--- src/rtl/iic_seq_ctrl_if.sv ---
// Host request/status and I2C core register-port signals of the write sequencer.
// master is the sequencer side; slave is the host requester together with the I2C core.
interface iic_seq_ctrl_if #(
    parameter int NBYTES = 4
);
    logic                  req_valid;
    logic                  req_ready;
    logic [6:0]            req_addr;
    logic [2:0]            req_len;
    logic [8*NBYTES-1:0]   req_data;
    logic                  busy;
    logic                  done;
    logic                  err;
    logic [1:0]            err_code;
    logic [1:0]            core_adr;
    logic [7:0]            core_data;
    logic                  core_cs;
    logic                  core_next;
    logic [7:0]            core_sr;

    modport master (
        input  req_valid, req_addr, req_len, req_data, core_sr,
        output req_ready, busy, done, err, err_code,
        output core_adr, core_data, core_cs, core_next
    );

    modport slave (
        output req_valid, req_addr, req_len, req_data, core_sr,
        input  req_ready, busy, done, err, err_code,
        input  core_adr, core_data, core_cs, core_next
    );
endinterface

--- src/rtl/iic_seq_ctrl.sv ---
// Runs one I2C write (address + 1..NBYTES data bytes) through the I2C core register port,
// including SR polling, next pulses, NACK/timeout handling and stop.
module iic_seq_ctrl #(
    parameter int NBYTES  = 4,
    parameter int TIMEOUT = 1023
) (
    input logic            clk,
    input logic            rst_n,
    iic_seq_ctrl_if.master bus
);
    localparam int TW = (TIMEOUT > 1) ? $clog2(TIMEOUT + 1) : 1;
    localparam logic [TW-1:0] T_MAX   = TW'(TIMEOUT);
    localparam logic [3:0]    LEN_MAX = 4'(NBYTES);

    localparam logic [1:0] ADR_TXR = 2'b00;
    localparam logic [1:0] ADR_SR  = 2'b10;
    localparam logic [1:0] ADR_CTR = 2'b11;

    localparam logic [7:0] SR_IDLE  = 8'h00;
    localparam logic [7:0] SR_START = 8'h09;
    localparam logic [7:0] SR_DATA  = 8'h0A;
    localparam logic [7:0] SR_ACK   = 8'h08;
    localparam logic [7:0] SR_STOP  = 8'h0C;

    typedef enum logic [3:0] {
        S_IDLE, S_LD_ADDR, S_SET_START, S_W_DATA, S_W_ACK, S_LD_BYTE,
        S_NEXT, S_STOP, S_W_IDLE, S_FIN, S_ABORT
    } state_t;

    state_t              state_q, state_d;
    logic [6:0]          addr_q, addr_d;
    logic [2:0]          len_q, len_d;
    logic [2:0]          idx_q, idx_d;
    logic [8*NBYTES-1:0] buf_q, buf_d;
    logic [TW-1:0]       cnt_q, cnt_d;
    logic                seen_q, seen_d;
    logic [1:0]          err_code_q, err_code_d;
    logic                req_ready_q, req_ready_d;
    logic                busy_q, busy_d;
    logic                done_q, done_d;
    logic                err_q, err_d;
    logic [1:0]          core_adr_q, core_adr_d;
    logic [7:0]          core_data_q, core_data_d;
    logic                core_cs_q, core_cs_d;
    logic                core_next_q, core_next_d;

    logic len_ok, accept, bad_req, in_wait, sr_valid, timed_out, nack_now;

    assign len_ok    = (bus.req_len != 3'd0) && ({1'b0, bus.req_len} <= LEN_MAX);
    assign accept    = req_ready_q && bus.req_valid && len_ok;
    assign bad_req   = req_ready_q && bus.req_valid && !len_ok;
    assign in_wait   = (state_q == S_W_DATA) || (state_q == S_W_ACK) || (state_q == S_W_IDLE);
    // The first SR sample after entering a wait state still reflects the previous register read.
    assign sr_valid  = (cnt_q != '0);
    assign timed_out = in_wait && (cnt_q == T_MAX);
    assign nack_now  = (state_q == S_W_ACK) && !timed_out && seen_q && (bus.core_sr == SR_STOP);

    always_ff @(posedge clk) begin
        if (!rst_n) state_q <= S_IDLE;
        else        state_q <= state_d;
    end

    always_comb begin
        state_d = state_q;
        case (state_q)
            S_IDLE:      if (accept) state_d = S_LD_ADDR;
            S_LD_ADDR:   state_d = S_SET_START;
            S_SET_START: state_d = S_W_DATA;
            S_W_DATA: begin
                if (timed_out)
                    state_d = S_ABORT;
                else if (sr_valid && (bus.core_sr == SR_DATA || bus.core_sr == SR_ACK))
                    state_d = S_W_ACK;
            end
            S_W_ACK: begin
                if (timed_out)
                    state_d = S_ABORT;
                else if (seen_q && bus.core_sr == SR_START)
                    state_d = (idx_q != len_q) ? S_LD_BYTE : S_STOP;
                else if (nack_now)
                    state_d = S_STOP;
            end
            S_LD_BYTE:   state_d = S_NEXT;
            S_NEXT:      state_d = S_W_DATA;
            S_STOP:      state_d = S_W_IDLE;
            S_W_IDLE: begin
                if (timed_out)
                    state_d = S_ABORT;
                else if (sr_valid && bus.core_sr == SR_IDLE)
                    state_d = S_FIN;
            end
            S_FIN:       state_d = S_IDLE;
            S_ABORT:     state_d = S_IDLE;
            default:     state_d = S_IDLE;
        endcase
    end

    always_comb begin
        addr_d     = addr_q;
        len_d      = len_q;
        idx_d      = idx_q;
        buf_d      = buf_q;
        err_code_d = err_code_q;
        cnt_d      = '0;
        seen_d     = 1'b0;
        if (accept) begin
            addr_d     = bus.req_addr;
            len_d      = bus.req_len;
            buf_d      = bus.req_data;
            idx_d      = 3'd0;
            err_code_d = 2'b00;
        end
        if (bad_req)
            err_code_d = 2'b11;
        // Byte 0 of the buffer is always the next byte to send.
        if (state_q == S_NEXT) begin
            buf_d = buf_q >> 8;
            idx_d = idx_q + 3'd1;
        end
        if (nack_now)
            err_code_d = 2'b01;
        if (state_d == S_ABORT)
            err_code_d = 2'b10;
        if (in_wait && state_d == state_q)
            cnt_d = cnt_q + 1'b1;
        if (state_q == S_W_ACK && state_d == S_W_ACK)
            seen_d = seen_q | (sr_valid && bus.core_sr == SR_ACK);
    end

    // Outputs are decoded from the next state so they line up with it once registered.
    always_comb begin
        req_ready_d = 1'b0;
        busy_d      = 1'b1;
        core_cs_d   = 1'b1;
        core_adr_d  = ADR_SR;
        core_data_d = 8'h00;
        core_next_d = 1'b0;
        done_d      = 1'b0;
        err_d       = 1'b0;
        case (state_d)
            S_IDLE: begin
                req_ready_d = 1'b1;
                busy_d      = 1'b0;
                core_cs_d   = 1'b0;
                err_d       = bad_req;
            end
            S_LD_ADDR: begin
                core_adr_d  = ADR_TXR;
                core_data_d = {addr_d, 1'b0};
            end
            S_SET_START: begin
                core_adr_d  = ADR_CTR;
                core_data_d = 8'h03;
            end
            S_LD_BYTE: begin
                core_adr_d  = ADR_TXR;
                core_data_d = buf_q[7:0];
            end
            S_NEXT:  core_next_d = 1'b1;
            S_STOP: begin
                core_adr_d  = ADR_CTR;
                core_data_d = 8'h01;
            end
            S_FIN: begin
                done_d = 1'b1;
                err_d  = (err_code_q == 2'b01);
            end
            S_ABORT: begin
                core_adr_d  = ADR_CTR;
                core_data_d = 8'h00;
                done_d      = 1'b1;
                err_d       = 1'b1;
            end
            default: ;
        endcase
    end

    always_ff @(posedge clk) begin
        if (!rst_n) begin
            addr_q      <= '0;
            len_q       <= '0;
            idx_q       <= '0;
            buf_q       <= '0;
            cnt_q       <= '0;
            seen_q      <= 1'b0;
            err_code_q  <= 2'b00;
            req_ready_q <= 1'b0;
            busy_q      <= 1'b0;
            done_q      <= 1'b0;
            err_q       <= 1'b0;
            core_adr_q  <= ADR_SR;
            core_data_q <= 8'h00;
            core_cs_q   <= 1'b0;
            core_next_q <= 1'b0;
        end else begin
            addr_q      <= addr_d;
            len_q       <= len_d;
            idx_q       <= idx_d;
            buf_q       <= buf_d;
            cnt_q       <= cnt_d;
            seen_q      <= seen_d;
            err_code_q  <= err_code_d;
            req_ready_q <= req_ready_d;
            busy_q      <= busy_d;
            done_q      <= done_d;
            err_q       <= err_d;
            core_adr_q  <= core_adr_d;
            core_data_q <= core_data_d;
            core_cs_q   <= core_cs_d;
            core_next_q <= core_next_d;
        end
    end

    assign bus.req_ready = req_ready_q;
    assign bus.busy      = busy_q;
    assign bus.done      = done_q;
    assign bus.err       = err_q;
    assign bus.err_code  = err_code_q;
    assign bus.core_adr  = core_adr_q;
    assign bus.core_data = core_data_q;
    assign bus.core_cs   = core_cs_q;
    assign bus.core_next = core_next_q;
endmodule

--- src/flat_wrapper.sv ---
// flat-port wrapper written by rule: the top's interface ports become plain ports
module iic_seq_ctrl_flat 
#(
    parameter int NBYTES  = 4,
    parameter int TIMEOUT = 1023
)
  (clk, rst_n, bus_req_valid, bus_req_addr, bus_req_len, bus_req_data, bus_core_sr, bus_req_ready, bus_busy, bus_done, bus_err, bus_err_code, bus_core_adr, bus_core_data, bus_core_cs, bus_core_next);
  iic_seq_ctrl_if #(.NBYTES(NBYTES)) bus_i ();
  input logic clk;
  input logic rst_n;
  input wire logic [$bits(bus_i.req_valid)-1:0] bus_req_valid;
  input wire logic [$bits(bus_i.req_addr)-1:0] bus_req_addr;
  input wire logic [$bits(bus_i.req_len)-1:0] bus_req_len;
  input wire logic [$bits(bus_i.req_data)-1:0] bus_req_data;
  input wire logic [$bits(bus_i.core_sr)-1:0] bus_core_sr;
  output wire logic [$bits(bus_i.req_ready)-1:0] bus_req_ready;
  output wire logic [$bits(bus_i.busy)-1:0] bus_busy;
  output wire logic [$bits(bus_i.done)-1:0] bus_done;
  output wire logic [$bits(bus_i.err)-1:0] bus_err;
  output wire logic [$bits(bus_i.err_code)-1:0] bus_err_code;
  output wire logic [$bits(bus_i.core_adr)-1:0] bus_core_adr;
  output wire logic [$bits(bus_i.core_data)-1:0] bus_core_data;
  output wire logic [$bits(bus_i.core_cs)-1:0] bus_core_cs;
  output wire logic [$bits(bus_i.core_next)-1:0] bus_core_next;
  assign bus_i.req_valid = bus_req_valid;
  assign bus_i.req_addr = bus_req_addr;
  assign bus_i.req_len = bus_req_len;
  assign bus_i.req_data = bus_req_data;
  assign bus_i.core_sr = bus_core_sr;
  assign bus_req_ready = bus_i.req_ready;
  assign bus_busy = bus_i.busy;
  assign bus_done = bus_i.done;
  assign bus_err = bus_i.err;
  assign bus_err_code = bus_i.err_code;
  assign bus_core_adr = bus_i.core_adr;
  assign bus_core_data = bus_i.core_data;
  assign bus_core_cs = bus_i.core_cs;
  assign bus_core_next = bus_i.core_next;
  iic_seq_ctrl #(.NBYTES(NBYTES), .TIMEOUT(TIMEOUT)) u_core (.clk(clk), .rst_n(rst_n), .bus(bus_i));
endmodule
--- config.mk ---
export PLATFORM = sky130hd
export DESIGN_NAME = iic_seq_ctrl_flat
export DESIGN_NICKNAME = d
export VERILOG_FILES = /design/src/rtl/iic_seq_ctrl_if.sv /design/src/rtl/iic_seq_ctrl.sv /design/src/flat_wrapper.sv
export SDC_FILE = /design/constraint.sdc
export NUM_CORES = 1
export LEC_CHECK = 0
export ABC_AREA = 1
export ABC_CLOCK_PERIOD_IN_PS = 4600
export CAP_MARGIN = 20
export CORE_UTILIZATION = 31
export DETAILED_ROUTE_END_ITERATION = 8
export GPL_ROUTABILITY_DRIVEN = 0
export PLACE_DENSITY = 0.6
export SLEW_MARGIN = 10
export SYNTH_ARGS = -nofsm -noshare
export SYNTH_HDL_FRONTEND = slang
export SYNTH_SLANG_ARGS = --single-unit
export TNS_END_PERCENT = 20
--- constraint.sdc ---
create_clock -name clk -period 4.6 [get_ports clk]
set_clock_uncertainty 0.15 [all_clocks]
set_input_delay 1.15 -clock clk [delete_from_list [all_inputs] [get_ports clk]]
set_output_delay 1.15 -clock clk [all_outputs]
set_load 0.005 [all_outputs]
* Yosys cells after proc, flatten, opt, wreduce, memory -nomap -nowiden
Cells that the tools add are included.
Widths: inputs -> output; s select.
** Cells by class
- $add $sub $neg :: 2
- Order comparisons :: 1
- Equal/unequal tests :: 24
- Multiplexer cells :: 26
- Bitwise logic cells :: 2
- Reduce and logical (&&, ||, !) cells :: 35
** Operators by type and width (number)
- $mux 24 :: 2
- $eq 4x3->1 const B :: 8
- $eq 8x4->1 const B :: 4
- $mux 4 :: 8
- $pmux 4 s8 :: 1
- $pmux 8 s4 :: 1
- $logic_and 1x1->1 :: 14
- $eq 4x2->1 const B :: 3
- $eq 4x4->1 const B :: 3
- $add 10x1->10 const B :: 1
- $eq 10x10->1 const B :: 1
- $mux 2 :: 5
- $reduce_bool 10->1 :: 1
- $reduce_or 2->1 :: 5
- $eq 4x1->1 const B :: 2
- $logic_not 4->1 :: 2
- $logic_not 8->1 :: 1
- $mux 7 :: 1
- $mux 3 :: 2
- $reduce_bool 3->1 :: 2
- $eq 4x4->1 :: 1
- $mux 1 :: 4
- $pmux 2 s2 :: 1
- $reduce_and 2->1 :: 2
- 12 further kinds :: 15
** Storage, ports and cells
- Bits in registers :: 77
- Bits of input ports :: 53
- Word-level logic and storage cells :: 107

* Depth between registers and ports, before layout
- Word-level depth :: 15
- Gate-level depth with buffers :: 15
- Mapped depth without buffers :: 14

* Worst setup path before layout
OpenSTA, ideal clock, no wires.
- Path kind :: input-to-reg
- From :: input bus_core_sr[5]
- To :: register u_core.core_data_q[0], in the netlist u_core.bus.core_data[0]
- Setup time :: 0.128 ns
- Arrival time :: 2.380 ns
- Slack :: 1.942 ns
- Stages :: 13
- Buffers on the path :: 1
- Cell sequence :: nor2_1 -> nand2_1 -> nor2_1 -> nand2_1 -> nand2_1 -> nand2_1 -> nand2_1 -> nand3_4 -> buf_6 -> nand3_2 -> nand2_1 -> nor2_1 -> nor2_1
** Between the ends
- Longest elaborated chain between the ends :: 8
** RTL lines
- from (decl) :: line flat_wrapper.sv:15 : input wire logic [$bits(bus_i.core_sr)-1:0] bus_core_sr;
- $eq 8x4->1, on equally long branches :: line iic_seq_ctrl.sv:56, iic_seq_ctrl.sv:72
- $logic_and 1x1->1 or $logic_or 1x1->1 (tied branches) :: line iic_seq_ctrl.sv:56, iic_seq_ctrl.sv:72
- $mux 4 or $logic_and 1x1->1 (tied branches) :: line iic_seq_ctrl.sv:80, iic_seq_ctrl.sv:72
- $mux 4, on equally long branches :: line iic_seq_ctrl.sv:78, iic_seq_ctrl.sv:72
- $mux 4, on equally long branches :: line iic_seq_ctrl.sv:76, iic_seq_ctrl.sv:70
- $pmux 4 s8 (*) :: line iic_seq_ctrl.sv:65 : case (state_q)
- $eq 4x3->1, or another cell as far along :: line iic_seq_ctrl.sv:140 : case (state_d)
- $pmux 8 s4 (*) :: line iic_seq_ctrl.sv:140
- to (signal assigned) :: line iic_seq_ctrl.sv:208 : core_data_q <= core_data_d;
- to (decl) :: line iic_seq_ctrl.sv:43 : logic [7:0] core_data_q, core_data_d;
Mark *: on every way between the ends. The rest lies on a longest branch, timed or not.
A chain may end at the register's enable or synchronous reset.

* Final worst setup path
- From :: input bus_req_len[2]
- To :: register u_core.cnt_q[7]
** Between the ends
- Longest elaborated chain between the ends :: 8
** RTL lines
- from (decl) :: line flat_wrapper.sv:13 : input wire logic [$bits(bus_i.req_len)-1:0] bus_req_len;
- $le 3x3->1 or $reduce_bool 3->1 (tied branches) :: line iic_seq_ctrl.sv:49 : assign len_ok = (bus.req_len != 3'd0) && ({1'b0, bus.req_len} <= LEN_MAX);
- $logic_and 1x1->1 (*) :: line iic_seq_ctrl.sv:49
- $logic_and 1x1->1 (*) :: line iic_seq_ctrl.sv:50 : assign accept = req_ready_q && bus.req_valid && len_ok;
- $mux 4 (*) :: line iic_seq_ctrl.sv:66 : S_IDLE: if (accept) state_d = S_LD_ADDR;
- $pmux 4 s8 (*) :: line iic_seq_ctrl.sv:65
- $eq 4x4->1 (*) :: line iic_seq_ctrl.sv:124 : if (in_wait && state_d == state_q)
- $logic_and 1x1->1 (*) :: line iic_seq_ctrl.sv:124
- $reduce_and 2->1 (no source line) (*)
- to (signal assigned) :: line iic_seq_ctrl.sv:200 : cnt_q <= cnt_d;
- to (decl) :: line iic_seq_ctrl.sv:35 : logic [TW-1:0] cnt_q, cnt_d;
Marks and branches as above.

==> impl_metrics.ini <==
[power_and_ir_drop]
p_per_area_nw_per_um2 = 345
part_of_the_total_power_dissipated_in_the_clock_network_pct = 43.8
power_switching_share_pct = 25.5
vdd_ir_drop_max_v = 0.000211
power_frac_seq_pct = 43.6
net-switching-power_w = 0.000418
combPwrFrac_pct = 12.5
p_leak_nw = 1.85
p_int_w = 0.00123

[final_layout]
n_antenna_cell = 0
seq_area_sq_um = 1540
filler_cell_count = 1193
area_occupied_by_multi_input_gates_sq_um = 1870
design.final.nets = 588
mostFrequentLayoutCell = sky130_fd_sc_hd__nand2_1
mostFrequentLayoutCells = sky130_fd_sc_hd__nand2_1, sky130_fd_sc_hd__dfxtp_1, sky130_fd_sc_hd__clkdlybuf4s50_1
drive_gt1_share_pct = 13.8
area_added_between_synthesis_and_finish_pct = 31.1

[drt]
viasPerCell = 4.84
final_antenna_net_count = 0
drc_errors = 0
detail_route.wl_per_cell_um = 12.7
wl_um = 8640
vias = 3294
first_pass_iters = 4
drtIter0Drc = 140

[die]
row_count = 39
initial_core_util_pct = 31.8
die_x_um = 110
io_pins = 71
floorplan.die_area_sq_um = 12200
die_height_um = 110
core_area_sq_um = 11400

[synth]
synth_top_family_by_area = simple AND/OR/NAND/NOR gates
yosys.area_share.adder_pct = 1.03
synth_simple_gate_area_share_pct = 32.4
synth_enable_flop_cells = 0
ys_warn_count = 0
yosys-mux-area-fraction_pct = 0.275
synth_cells = 468
synth_xor_area_share_pct = 2.89
synth_top_area_share_pct = 42.4
synth_area_leaders = sky130_fd_sc_hd__dfxtp_1, sky130_fd_sc_hd__nand2_1, sky130_fd_sc_hd__nor2_1
ys_seq_area_share_pct = 42.4
ys_dominant_reg_cell = sky130_fd_sc_hd__dfxtp_1
async_reset_ff_share_pct = 0
netlist_area_sq_um = 3640
syn_nets = 524
count_of_unique_library_cells_instantiated_by_yosys = 39
synth.avg_cell_area_sq_um = 7.77
synth-compound-area-share_pct = 14.8
synth_largest_area_cell = sky130_fd_sc_hd__dfxtp_1
ffs_latches_synth = 77

[worst_setup_path]
crit_path_cell_trace = clkdlybuf4s50_1 > o21bai_1 > a21oi_2 > buf_4 > nand2_1 > nand2_1 > inv_1 > nand3_4 > nand2_2 > nand3_4 > nor3_2
critPathKind = input port to flip-flop
crit_path_required_time_ns = 4.67
critical_path_end_type = flip-flop
crit_path_top_delay_cell = sky130_fd_sc_hd__clkdlybuf4s50_1
critical_path_peak_fanout = 21
data_arrival_at_the_endpoint_of_the_critical_path_ns = 3.35
critPathLaunchType = input port
crit_path_max_incr_delay_ns = 0.45

[timing]
grt_setup_unrepaired = false
final_period_minus_worst_setup_slack_ns = 3.28
hold_violations = 0
timing_worst_slew_pin_value_ns = 0.575
setup_violations = 0
tns_ns = 0
fin_worst_hold_slack_ns = 0.327
fmaxAchievable_ghz = 0.305
final.period_utilization_pct = 71.2
timing.slew.headroom_pct = 61.6
finalMaxSlewViolations = 0

[placement]
place.detailed.hpwl_um = 6480
portBuffers = 70

[clocking]
cts-root-to-sink-buffers = 2
post_cts_resize_count = 0
cts_hold_buf = 0
numCtsBuffers = 9
post_cts_buffers = 0
clock_latency_ns = 0.33
cts_tree = built
clock_tree.htree_level_count = 3
cts_sinks = 77
cts_root_buf = sky130_fd_sc_hd__clkbuf_16
worst_setup_hold_path_clk_slew_ns = 0.06

[grt]
grtUsageTotal_pct = 15.4
grt_overflow_total = 0
grt_pass1_wl_um = 14700
grt_start_max_net_pins = 43
grt_antenna_before_repair = 0
first_global_vias = 3262

[flow_run]
maxCapViolations = 0

[run_status]
run_status = finished, final reports clean

[min_path]
hold_path.class = flip-flop to flip-flop
[final timing paths]
path	start	to	slack, ns	cells after the start
setup / recovery	bus_req_len[2]	u_core.cnt_q[7]	1.32	11
hold reg to reg	u_core.buf_q[22]	u_core.buf_q[22]	0.33	2
setup reg to reg	u_core.cnt_q[0]	u_core.bus.err	2.21	13
hold / removal	u_core.buf_q[22]	u_core.buf_q[22]	0.33	2
[worst max-delay path: cells and delay by family]
kind / cells / cell delay [ns]
AOI/OAI and AO/OA: 2 / 0.63
buffers and inverters: 3 / 0.85
and+or+nand+nor: 6 / 0.72
[cell families (layout without fill, tap and decap cells)]
kind of cell / Yosys count / count (layout)
AO/OA/AOI/OAI: 94 / 94
XOR/XNOR: 12 / 12
adder cells (fa/ha/maj): 3 / 3
buffers and inverters: 56 / 125
flip-flops: 77 / 77
multiplexers: 1 / 1
AND/OR/NAND/NOR: 225 / 225
[Yosys cell counts (4+ instances only)]
cell type and n:
sky130_fd_sc_hd__or2_2 6, sky130_fd_sc_hd__xnor2_1 5, sky130_fd_sc_hd__nand2_2 5, sky130_fd_sc_hd__a31oi_1 27, sky130_fd_sc_hd__nand3_1 21, sky130_fd_sc_hd__buf_2 4
sky130_fd_sc_hd__nand4_1 16, sky130_fd_sc_hd__nor3_2 12, sky130_fd_sc_hd__nor2_1 55, sky130_fd_sc_hd__nor2_2 8, sky130_fd_sc_hd__xor2_1 7, sky130_fd_sc_hd__inv_1 29
sky130_fd_sc_hd__nand3_2 6, sky130_fd_sc_hd__clkbuf_1 13, sky130_fd_sc_hd__o21ai_0 40, sky130_fd_sc_hd__dfxtp_1 77, sky130_fd_sc_hd__a21oi_1 20, sky130_fd_sc_hd__nand2_1 82
sky130_fd_sc_hd__inv_2 4
[cell type report]
class,count,share of cell area [%]
Inverter,34,2.68
Clock buffer,9,4.72
Tap cell,143,3.75
Clock inverter,7,1.71
Sequential cell,77,32.3
Multi-Input combinational cell,335,39.3
Timing Repair Buffer,75,15.5
[through the flow]
step	utilization [%]	power [W]	cell area, sq um	instances	setup WS, ns
after floorplan	-	0.000846	3640	468	1.94
after global placement	39.1	0.000935	4460	664	1.11
after detailed placement	39.1	0.000939	4460	664	0.974
after CTS	41.7	0.00166	4770	680	1.32
after global routing	41.7	0.00171	4770	680	1.13
final	41.7	0.00164	4770	680	1.32
[state kept, by name, indices dropped and copies added, names as in the netlist, 2 cells and up]
name,count
u_core.addr_q,7
u_core.buf_q,32
u_core.bus.core_adr,2
u_core.bus.core_data,8
u_core.bus.err_code,2
u_core.cnt_q,10
u_core.idx_q,3
u_core.len_q,3
u_core.state_q,4
[metal layers]
layer	up-vias	global-route usage [%]	share of wire, %
met5	-	0	0
li1	1703	-	-
met4	0	5.55	1.2
met2	66	26.1	48
met1	1515	19.0	47
met3	10	3.29	4.0
[power groups by stage]
| stage | clock network, W | registers [W] | logic, W |
|---|---|---|---|
| detailed placement | 0 | 0.000732 | 0.000207 |
| finish | 0.000721 | 0.000717 | 0.000206 |
| floorplan | 0 | 0.000728 | 0.000118 |
| global route | 0.000758 | 0.000721 | 0.000229 |
| global placement | 0 | 0.000732 | 0.000203 |
| CTS | 0.000732 | 0.000717 | 0.000208 |
Power figures use the tool's default switching activity.
